`src/rtl/nios_dct_trace_ctrl_if.sv`:
```
// DCT word handshake between the trace capture sequencer and the trace sink.
// A word transfers on the cycle where dct_valid and dct_ready are both high.
interface nios_dct_trace_ctrl_if #(
   parameter int BUF_W = 30,
   parameter int CNT_W = 4
);
   logic             dct_valid;
   logic             dct_ready;
   logic [BUF_W-1:0] dct_buffer;
   logic [CNT_W-1:0] dct_count;

   modport master (
      output dct_valid,
      output dct_buffer,
      output dct_count,
      input  dct_ready
   );

   modport slave (
      input  dct_valid,
      input  dct_buffer,
      input  dct_count,
      output dct_ready
   );
endinterface

```
`src/rtl/nios_dct_trace_ctrl.sv`:
```
// Packs 2-bit trace fragments into 30-bit DCT words and sequences test_ending/test_has_ended.
// Latency: a word is presented on dct_* one cycle after it completes or is flushed.
// Backpressure: the full accumulator waits for dct_ready; fragments arriving meanwhile are dropped and counted.
module nios_dct_trace_ctrl #(
   parameter int FRAG_W = 2,
   parameter int SLOTS  = 15,
   parameter int CNT_W  = 4,
   parameter int DROP_W = 16
) (
   input  logic              clk,
   input  logic              reset,
   input  logic              trace_en,
   input  logic              frag_valid,
   input  logic [FRAG_W-1:0] frag_data,
   input  logic              flush_req,
   input  logic              end_req,
   nios_dct_trace_ctrl_if.master dct,
   output logic              overflow,
   output logic [DROP_W-1:0] drop_count,
   output logic              test_ending,
   output logic              test_has_ended
);
   localparam int BUF_W = FRAG_W * SLOTS;
   localparam logic [CNT_W-1:0] FULL = CNT_W'(SLOTS);

   typedef enum logic [1:0] {IDLE, RUN, FLUSH, ENDED} state_t;

   state_t           state, state_nxt;
   logic [BUF_W-1:0] acc, acc_nxt, ins_acc;
   logic [CNT_W-1:0] acc_cnt, acc_cnt_nxt, ins_cnt;
   logic             flush_pend, flush_pend_nxt;
   logic             load, drop, slot_free;
   logic [BUF_W-1:0] load_buf;
   logic [CNT_W-1:0] load_cnt;
   logic             dct_valid_q;
   logic [BUF_W-1:0] dct_buffer_q;
   logic [CNT_W-1:0] dct_count_q;

   assign slot_free      = !dct_valid_q || dct.dct_ready;
   assign dct.dct_valid  = dct_valid_q;
   assign dct.dct_buffer = dct_buffer_q;
   assign dct.dct_count  = dct_count_q;
   assign test_ending    = (state == FLUSH);
   assign test_has_ended = (state == ENDED);

   always_comb begin
      state_nxt      = state;
      acc_nxt        = acc;
      acc_cnt_nxt    = acc_cnt;
      flush_pend_nxt = flush_pend;
      load           = 1'b0;
      load_buf       = acc;
      load_cnt       = acc_cnt;
      drop           = 1'b0;
      ins_acc        = acc;
      ins_cnt        = acc_cnt;

      // accumulator as it would look with this cycle's fragment appended
      if (frag_valid && acc_cnt != FULL) begin
         for (int i = 0; i < SLOTS; i++) begin
            if (i == int'(acc_cnt)) ins_acc[i*FRAG_W +: FRAG_W] = frag_data;
         end
         ins_cnt = acc_cnt + CNT_W'(1);
      end

      case (state)
         IDLE: begin
            if (end_req)       state_nxt = FLUSH;
            else if (trace_en) state_nxt = RUN;
         end
         RUN: begin
            if (end_req)        state_nxt = FLUSH;
            else if (!trace_en) state_nxt = IDLE;
            if (acc_cnt == FULL) begin
               if (slot_free) begin
                  load           = 1'b1;
                  acc_nxt        = '0;
                  acc_cnt_nxt    = '0;
                  flush_pend_nxt = 1'b0;
                  if (frag_valid) begin
                     acc_nxt[FRAG_W-1:0] = frag_data;
                     acc_cnt_nxt         = CNT_W'(1);
                  end
               end else begin
                  drop = frag_valid;
               end
            end else begin
               acc_nxt     = ins_acc;
               acc_cnt_nxt = ins_cnt;
               if (ins_cnt == FULL || ((flush_req && acc_cnt != '0) || flush_pend)) begin
                  if (slot_free) begin
                     load           = 1'b1;
                     load_buf       = ins_acc;
                     load_cnt       = ins_cnt;
                     acc_nxt        = '0;
                     acc_cnt_nxt    = '0;
                     flush_pend_nxt = 1'b0;
                  end else begin
                     flush_pend_nxt = flush_pend || (flush_req && acc_cnt != '0);
                  end
               end
            end
         end
         FLUSH: begin
            flush_pend_nxt = 1'b0;
            if (slot_free) begin
               if (acc_cnt != '0) begin
                  load        = 1'b1;
                  acc_nxt     = '0;
                  acc_cnt_nxt = '0;
               end else begin
                  state_nxt = ENDED;
               end
            end
         end
         default: ;
      endcase
   end

   always_ff @(posedge clk or posedge reset) begin
      if (reset) begin
         state        <= IDLE;
         acc          <= '0;
         acc_cnt      <= '0;
         flush_pend   <= 1'b0;
         dct_valid_q  <= 1'b0;
         dct_buffer_q <= '0;
         dct_count_q  <= '0;
         overflow     <= 1'b0;
         drop_count   <= '0;
      end else begin
         state      <= state_nxt;
         acc        <= acc_nxt;
         acc_cnt    <= acc_cnt_nxt;
         flush_pend <= flush_pend_nxt;
         if (load) begin
            dct_valid_q  <= 1'b1;
            dct_buffer_q <= load_buf;
            dct_count_q  <= load_cnt;
         end else if (dct.dct_ready) begin
            dct_valid_q <= 1'b0;
         end
         if (drop) begin
            overflow <= 1'b1;
            if (drop_count != '1) drop_count <= drop_count + DROP_W'(1);
         end
      end
   end
endmodule
```
`src/flat_wrapper.sv`:
```
// flat-port wrapper written by rule: the top's interface ports become plain ports
module nios_dct_trace_ctrl_flat 
#(
   parameter int FRAG_W = 2,
   parameter int SLOTS  = 15,
   parameter int CNT_W  = 4,
   parameter int DROP_W = 16
)
  (clk, reset, trace_en, frag_valid, frag_data, flush_req, end_req, overflow, drop_count, test_ending, test_has_ended, dct_dct_valid, dct_dct_buffer, dct_dct_count, dct_dct_ready);
  nios_dct_trace_ctrl_if #(.CNT_W(CNT_W)) dct_i ();
  input  logic clk;
  input  logic reset;
  input  logic trace_en;
  input  logic frag_valid;
  input  logic [FRAG_W-1:0] frag_data;
  input  logic flush_req;
  input  logic end_req;
  output logic overflow;
  output logic [DROP_W-1:0] drop_count;
  output logic test_ending;
  output logic test_has_ended;
  output wire logic [$bits(dct_i.dct_valid)-1:0] dct_dct_valid;
  output wire logic [$bits(dct_i.dct_buffer)-1:0] dct_dct_buffer;
  output wire logic [$bits(dct_i.dct_count)-1:0] dct_dct_count;
  input wire logic [$bits(dct_i.dct_ready)-1:0] dct_dct_ready;
  assign dct_dct_valid = dct_i.dct_valid;
  assign dct_dct_buffer = dct_i.dct_buffer;
  assign dct_dct_count = dct_i.dct_count;
  assign dct_i.dct_ready = dct_dct_ready;
  nios_dct_trace_ctrl #(.FRAG_W(FRAG_W), .SLOTS(SLOTS), .CNT_W(CNT_W), .DROP_W(DROP_W)) u_core (.clk(clk), .reset(reset), .trace_en(trace_en), .frag_valid(frag_valid), .frag_data(frag_data), .flush_req(flush_req), .end_req(end_req), .dct(dct_i), .overflow(overflow), .drop_count(drop_count), .test_ending(test_ending), .test_has_ended(test_has_ended));
endmodule
```
`config.mk`:
```
export PLATFORM = sky130hd
export DESIGN_NAME = nios_dct_trace_ctrl_flat
export DESIGN_NICKNAME = d
export VERILOG_FILES = /design/src/rtl/nios_dct_trace_ctrl_if.sv /design/src/rtl/nios_dct_trace_ctrl.sv /design/src/flat_wrapper.sv
export SDC_FILE = /design/constraint.sdc
export NUM_CORES = 1
export LEC_CHECK = 0
export BUFFER_PORTS_ARGS = -buffer_cell sky130_fd_sc_hd__buf_2
export CAP_MARGIN = 20
export CORE_ASPECT_RATIO = 0.75
export CORE_MARGIN = 5
export CORE_UTILIZATION = 48
export CTS_BUF_LIST = sky130_fd_sc_hd__clkbuf_2
export DETAILED_ROUTE_END_ITERATION = 16
export PLACE_DENSITY = 0.71
export SYNTH_ARGS = -nofsm -noshare
export SYNTH_HDL_FRONTEND = slang
export SYNTH_SLANG_ARGS = --single-unit
```
`constraint.sdc`:
```
create_clock -name clk -period 4.2 [get_ports clk]
set_input_delay 0.84 -clock clk [delete_from_list [all_inputs] [get_ports clk]]
set_output_delay 0.84 -clock clk [all_outputs]
set_load 0.005 [all_outputs]
```
Word level (Yosys, flattened, before mapping)
Cells that the tools add are included.
Storage, ports and cells
  bits in registers: 89
  input bits: 9
  output and inout port bits: 54
  logic and storage cells: 119
Operators by class
  add/sub/neg operators: 2
  equal/unequal tests: 28
  multiplexer cells: 64
  reductions and logical operators: 16
Operators with widths (count)
  $mux 30: 11
  $pmux 30 s2: 1
  $mux 2: 22
  $mux 4: 11
  $eq 4x4->1 const A: 8
  $add 16x1->16 const B: 1
  $eq 3x4->1 const A: 4
  $ne 16x16->1 const B: 1
  $mux 1: 15
  $eq 2x4->1 const A: 2
  $eq 4x4->1 const B: 2
  $pmux 4 s2: 1
  $ne 3x3->1 const B: 2
  $pmux 2 s3: 1
  $reduce_and 5->1: 1
  $add 4x1->4 const B: 1
  $eq 2x2->1 const B: 2
  $logic_not 4->1: 1
  $ne 2x1->1 const B: 2
  $ne 4x4->1 const B: 1
  $pmux 1 s2: 2
  $reduce_and 4->1: 1
  $reduce_bool 2->1: 2
  $reduce_bool 4->1: 1
  other kinds (11): 14

Longest topological paths before layout
  depth after elaboration: 9
  gate-level depth with buffers: 10

Least setup slack after synthesis
Ideal clock, no wire load.
  kind: in2reg
  start: in frag_valid
  end: reg u_core.dct_count_q[2] (netlist: u_core.dct.dct_count[2])
  library setup time: 127 ps
  data arrival time: 2253 ps
  data required time: 4073 ps
  slack: 1820 ps
  cell stages on the path: 9
  cell sequence: buf_2 > nor2b_2 > and3_1 > o211ai_4 > a211o_2 > buf_12 > buf_12 > nand2_2 > o31ai_2
Between the ends
  cells in the longest elaborated chain, start to end: 7
  elaborated cells between the ends (all ways): 11
  classes of those cells: eq/ne: 1; mux: 8; reduce/logical: 2
RTL lines
  start: declaration: line flat_wrapper.sv:14  | input logic frag_valid;
  $logic_and 1x1->1 (*): line nios_dct_trace_ctrl.sv:59  | if (frag_valid && acc_cnt != FULL) begin
  $mux 4 (*): line nios_dct_trace_ctrl.sv:59
  $eq 4x4->1: line nios_dct_trace_ctrl.sv:90  | if (ins_cnt == FULL || ((flush_req && acc_cnt != '0) || flush_pend)) begin
  $logic_or 1x1->1: line nios_dct_trace_ctrl.sv:90
  $mux 1 / $mux 4 (equally long branches): line nios_dct_trace_ctrl.sv:90
  $mux 1 / $mux 4 (equally long branches): line nios_dct_trace_ctrl.sv:74  | if (acc_cnt == FULL) begin
  $pmux 1 s2 / $mux 4 (equally long branches): line nios_dct_trace_ctrl.sv:66  | case (state)
  end signal: assignment: line nios_dct_trace_ctrl.sv:139  | dct_count_q <= load_cnt;
  end: declaration: line nios_dct_trace_ctrl.sv:37  | logic [CNT_W-1:0] dct_count_q;
Every way passes the cells marked *; elsewhere a longest branch is shown, timed or not.
A chain may end at the register's enable or synchronous reset.

Worst setup path after layout
  start: reg u_core.acc_cnt[0]
  end: reg u_core.acc_cnt[0]
Between the ends
  cells in the longest elaborated chain, start to end: 8
  elaborated cells between the ends (all ways): 17
  classes of those cells: add/sub: 1; eq/ne: 5; mux: 5; reduce/logical: 6
RTL lines
  start: declaration: line nios_dct_trace_ctrl.sv:30  | logic [CNT_W-1:0] acc_cnt, acc_cnt_nxt, ins_cnt;
  start signal: assignment: line nios_dct_trace_ctrl.sv:134  | acc_cnt <= acc_cnt_nxt;
  parallel branches: the longest is 8 deep, another holds $add 4x1->4
Parallel ways; which one is timed is not known.

==> metrics.md <==
| Metric | Value |
|---|---|
| Via count | 3805 |
| TritonCTS clock tree | done |
| Avg WL per Cell | 16.20 um |
| Reg2reg setup slack | 1.12 ns |
| Yosys top cell by area | dfrtp_1 |
| Reg clk slew, reported paths | 0.21 ns |
| Maximum vdd ir drop | 124.8 uV |
| RSZ-0062 raised after global routing | no |
| Largest net degree at the start of global routing | 56 |
| Fin crit share | 73.28% |
| Antenna fix cells | 0 |
| Fin crit period | 3.078 ns |
| First-pass GRT wire length | 19.04 mm |
| Worst hold-check path type | in -> async |
| Async S/R FF share, synth | 100.0% |
| Synth warn | 0 |
| Fin. Hold Viols | 0 |
| Syn Inst Count | 496 |
| Worst r2r path cells | 7 |
| Number of clock sinks | 89 |
| Die height | 97.16 um |
| Reg2reg end | u_core.acc_cnt[0] |
| Antenna-violating nets left | 0 |
| Setup Fix Bufs, Post-CTS | 0 |
| CTS Buf Count | 9 |
| Gr ovfl total | 0 |
| All-layer global routing usage | 18.72% |
| Final Setup Violations | 0 |
| TNS Setup | 0 ns |
| FP Rows | 31 |
| Area growth syn-to-layout | 8.492% |
| CTS max path bufs | 2 |
| First drt pass iteration count | 5 |
| H-tree levels | 3 |
| Iter 0 DRT Violations | 319 |
| P_leak | 0.002465 uW |
| MaxCap Viol Count | 0 |
| Seq/Total Area, Yosys | 45.81% |
| Core footprint | 9774 sq um |
| Post-synth top area share | 45.81% |
| Port Buffers | 62 |
| Pwr per Cell Area | 239.3 nW/um^2 |
| Max Clk Rate | 0.3249 GHz |
| Post-Route WL | 11.05 mm |
| Pin slew with the least headroom to its limit | 0.8992 ns |
| Routability cong. | 0.8743 |
| Arrival time at the worst endpoint | 3.57 ns |
| Clock root buffer | clkbuf_2 |
| Relative slew slack | 40.05% |
| Count of cell types in the netlist | 57 |
| Mean Syn Cell Area | 9.803 sq um |
| EDFF count, synth | 0 |
| DRC viols | 0 |
| Worst-path fanout max | 19 |
| Slew Limit Fails | 0 |
| Critical path endpoint category | flop |
| Die W | 126.2 um |
| Main synth FF type | dfrtp_1 |
| Mapped cell area | 4862 sq um |
| Hold_buf cts | 0 |
| Final Util | 53.97% |
| Die area | 12260 sq um |
| Synth area leaders | dfrtp_1, mux2i_1, nand2_1 |
| Initial Util | 49.74% |
| IO Pins | 63 |
| Share of cells above drive strength 1 | 24.18% |
| Mapped Nets | 514 |
| Critical Path RT | 4.69 ns |
| Clock latency on the worst-skew pair | 0.59 ns |
| Worst Skew | 0.03187 ns |
| Vias in the first global route | 3854 |
| Seq cells post-synth | 89 |
| Initial antenna violation count | 0 |
| Via density | 5.579 |
| Worst Setup Start Kind | flop |
| Status | finished, final reports clean |
| Worst R2R Start | u_core.acc_cnt[0] |
| CP Class | reg -> reg |
| Final HPWL DP | 7.725 mm |
| # resized after CTS | 0 |
| Final nets | 565 |
worst max path at each step:
stage	from	slack, ns	to	cells past startpoint
5_1_grt	u_core.acc_cnt[0]	0.89	u_core.acc_cnt[0]	8
3_5_place_dp	frag_valid	0.96	u_core.acc_cnt[0]	7
6_report	u_core.acc_cnt[0]	1.12	u_core.acc_cnt[0]	7
3_3_place_gp	frag_valid	1.11	u_core.acc_cnt[0]	7
2_1_floorplan	reset	1.05	u_core.acc[0]	1
4_1_cts	u_core.acc_cnt[0]	1.18	u_core.acc_cnt[0]	8
sequential cells by signal (all words and copies together) (netlist names):
register,count
u_core.acc,30
u_core.dct.dct_buffer,30
u_core.drop_count,16
u_core.acc_cnt,4
u_core.dct.dct_count,4
u_core.state,2
u_core.dct.dct_valid,1
u_core.flush_pend,1
u_core.overflow,1
synthesized netlist by cell type, types with 2 or more instances:
library cell and count:
buf_2 8, o22ai_1 26, a211oi_2 8, a21oi_2 3
xnor2_1 12, o21ai_0 20, buf_12 2, o21bai_1 2
xor2_1 2, buf_8 2, inv_1 18, and2_1 5
o21ai_2 12, o21ai_1 24, nor3_1 4, a21oi_1 18
buf_6 3, o2bb2ai_1 2, nand4b_1 2, mux2i_1 32
nor2b_1 5, a32o_1 3, o31ai_1 2, mux2_2 2
clkbuf_2 2, clkbuf_1 8, ha_1 9, a21o_1 6
o31ai_2 2, nand2_2 12, or2_2 2, dfrtp_1 89
nor4_1 2, nand2_1 76, nand4_1 9, nor2_1 15
and3_1 5, buf_4 4, nand3_1 17, nand2b_1 4
layout by cell type (no fill, tap or decap), types with 3 or more instances in the layout:
| cell type | synthesis | final |
|---|---|---|
| dfrtp_1 | 89 | 89 |
| mux2i_1 | 32 | 32 |
| o21ai_2 | 12 | 12 |
| and3_1 | 5 | 5 |
| and2_1 | 5 | 5 |
| nor3_1 | 4 | 4 |
| nand2_1 | 76 | 76 |
| nand2b_1 | 4 | 4 |
| clkinv_2 | 0 | 4 |
| buf_2 | 8 | 62 |
| ha_1 | 9 | 9 |
| a32o_1 | 3 | 3 |
| a21oi_1 | 18 | 18 |
| a21o_1 | 6 | 6 |
| o21ai_1 | 24 | 24 |
| a211oi_2 | 8 | 8 |
| clkbuf_2 | 2 | 10 |
| buf_4 | 4 | 5 |
| nor2b_1 | 5 | 5 |
| a21oi_2 | 3 | 3 |
| o21ai_0 | 20 | 20 |
| xnor2_1 | 12 | 12 |
| nor2_1 | 15 | 15 |
| nand3_1 | 17 | 17 |
| o22ai_1 | 26 | 26 |
| nand4_1 | 9 | 9 |
| inv_1 | 18 | 17 |
| nand2_2 | 12 | 12 |
kinds of logic after synthesis:
family	synth area share [%]
XOR/XNOR	2.522
multiplexers	7.051
buffers and inverters	5.867
flip-flops	45.81
AND/OR/NAND/NOR	16.60
adder cells (fa/ha/maj)	2.316
AO/OA/AOI/OAI	19.84
layer usage:
layer | track usage (%) | vias up | part of all wire, %
li1 | - | 1855 | -
met1 | 26.35 | 1821 | 48
met2 | 28.40 | 112 | 44
met3 | 5.330 | 17 | 6.8
met4 | 4.946 | 0 | 1.4
met5 | 0 | - | 0
power breakdown:
group	switching (uW)	internal, uW
combinational	35.7	13.5
sequential	1.19	859
clock	282	70.7
per-stage QoR:
step                      hold slack (ns)  setup slack, ns  std cells  total power, uW  instance area [sq um]
after floorplan                    0.4554            1.053        496            906.8                   4862
after global placement             0.4475            1.108        666            921.3                   5175
after detailed placement           0.4506           0.9635        666            922.8                   5175
after CTS                          0.4203            1.176        680             1274                   5248
after global routing               0.1783           0.8851        682             1311                   5275
final                              0.1862            1.122        682             1262                   5275
layout make-up:
type / count / area [sq um]
multi-input combinational: 359 / 2350
sequential: 89 / 2227
clock inverter: 4 / 22.52
tap: 132 / 165.2
clock buffer: 10 / 50.05
inverter: 19 / 72.57
timing repair buffer: 69 / 387.9
fill: 925 / 4499
worst max-delay path, cell delays in order, from the launching register on:
cell,delay (ns)
dfrtp_1,0.54
ha_1,0.46
nand4b_1,0.22
o31ai_4,0.10
o211ai_4,0.50
and2_1,0.76
nor3_1,0.14
o31ai_1,0.27
Power figures use the tool's default switching activity.
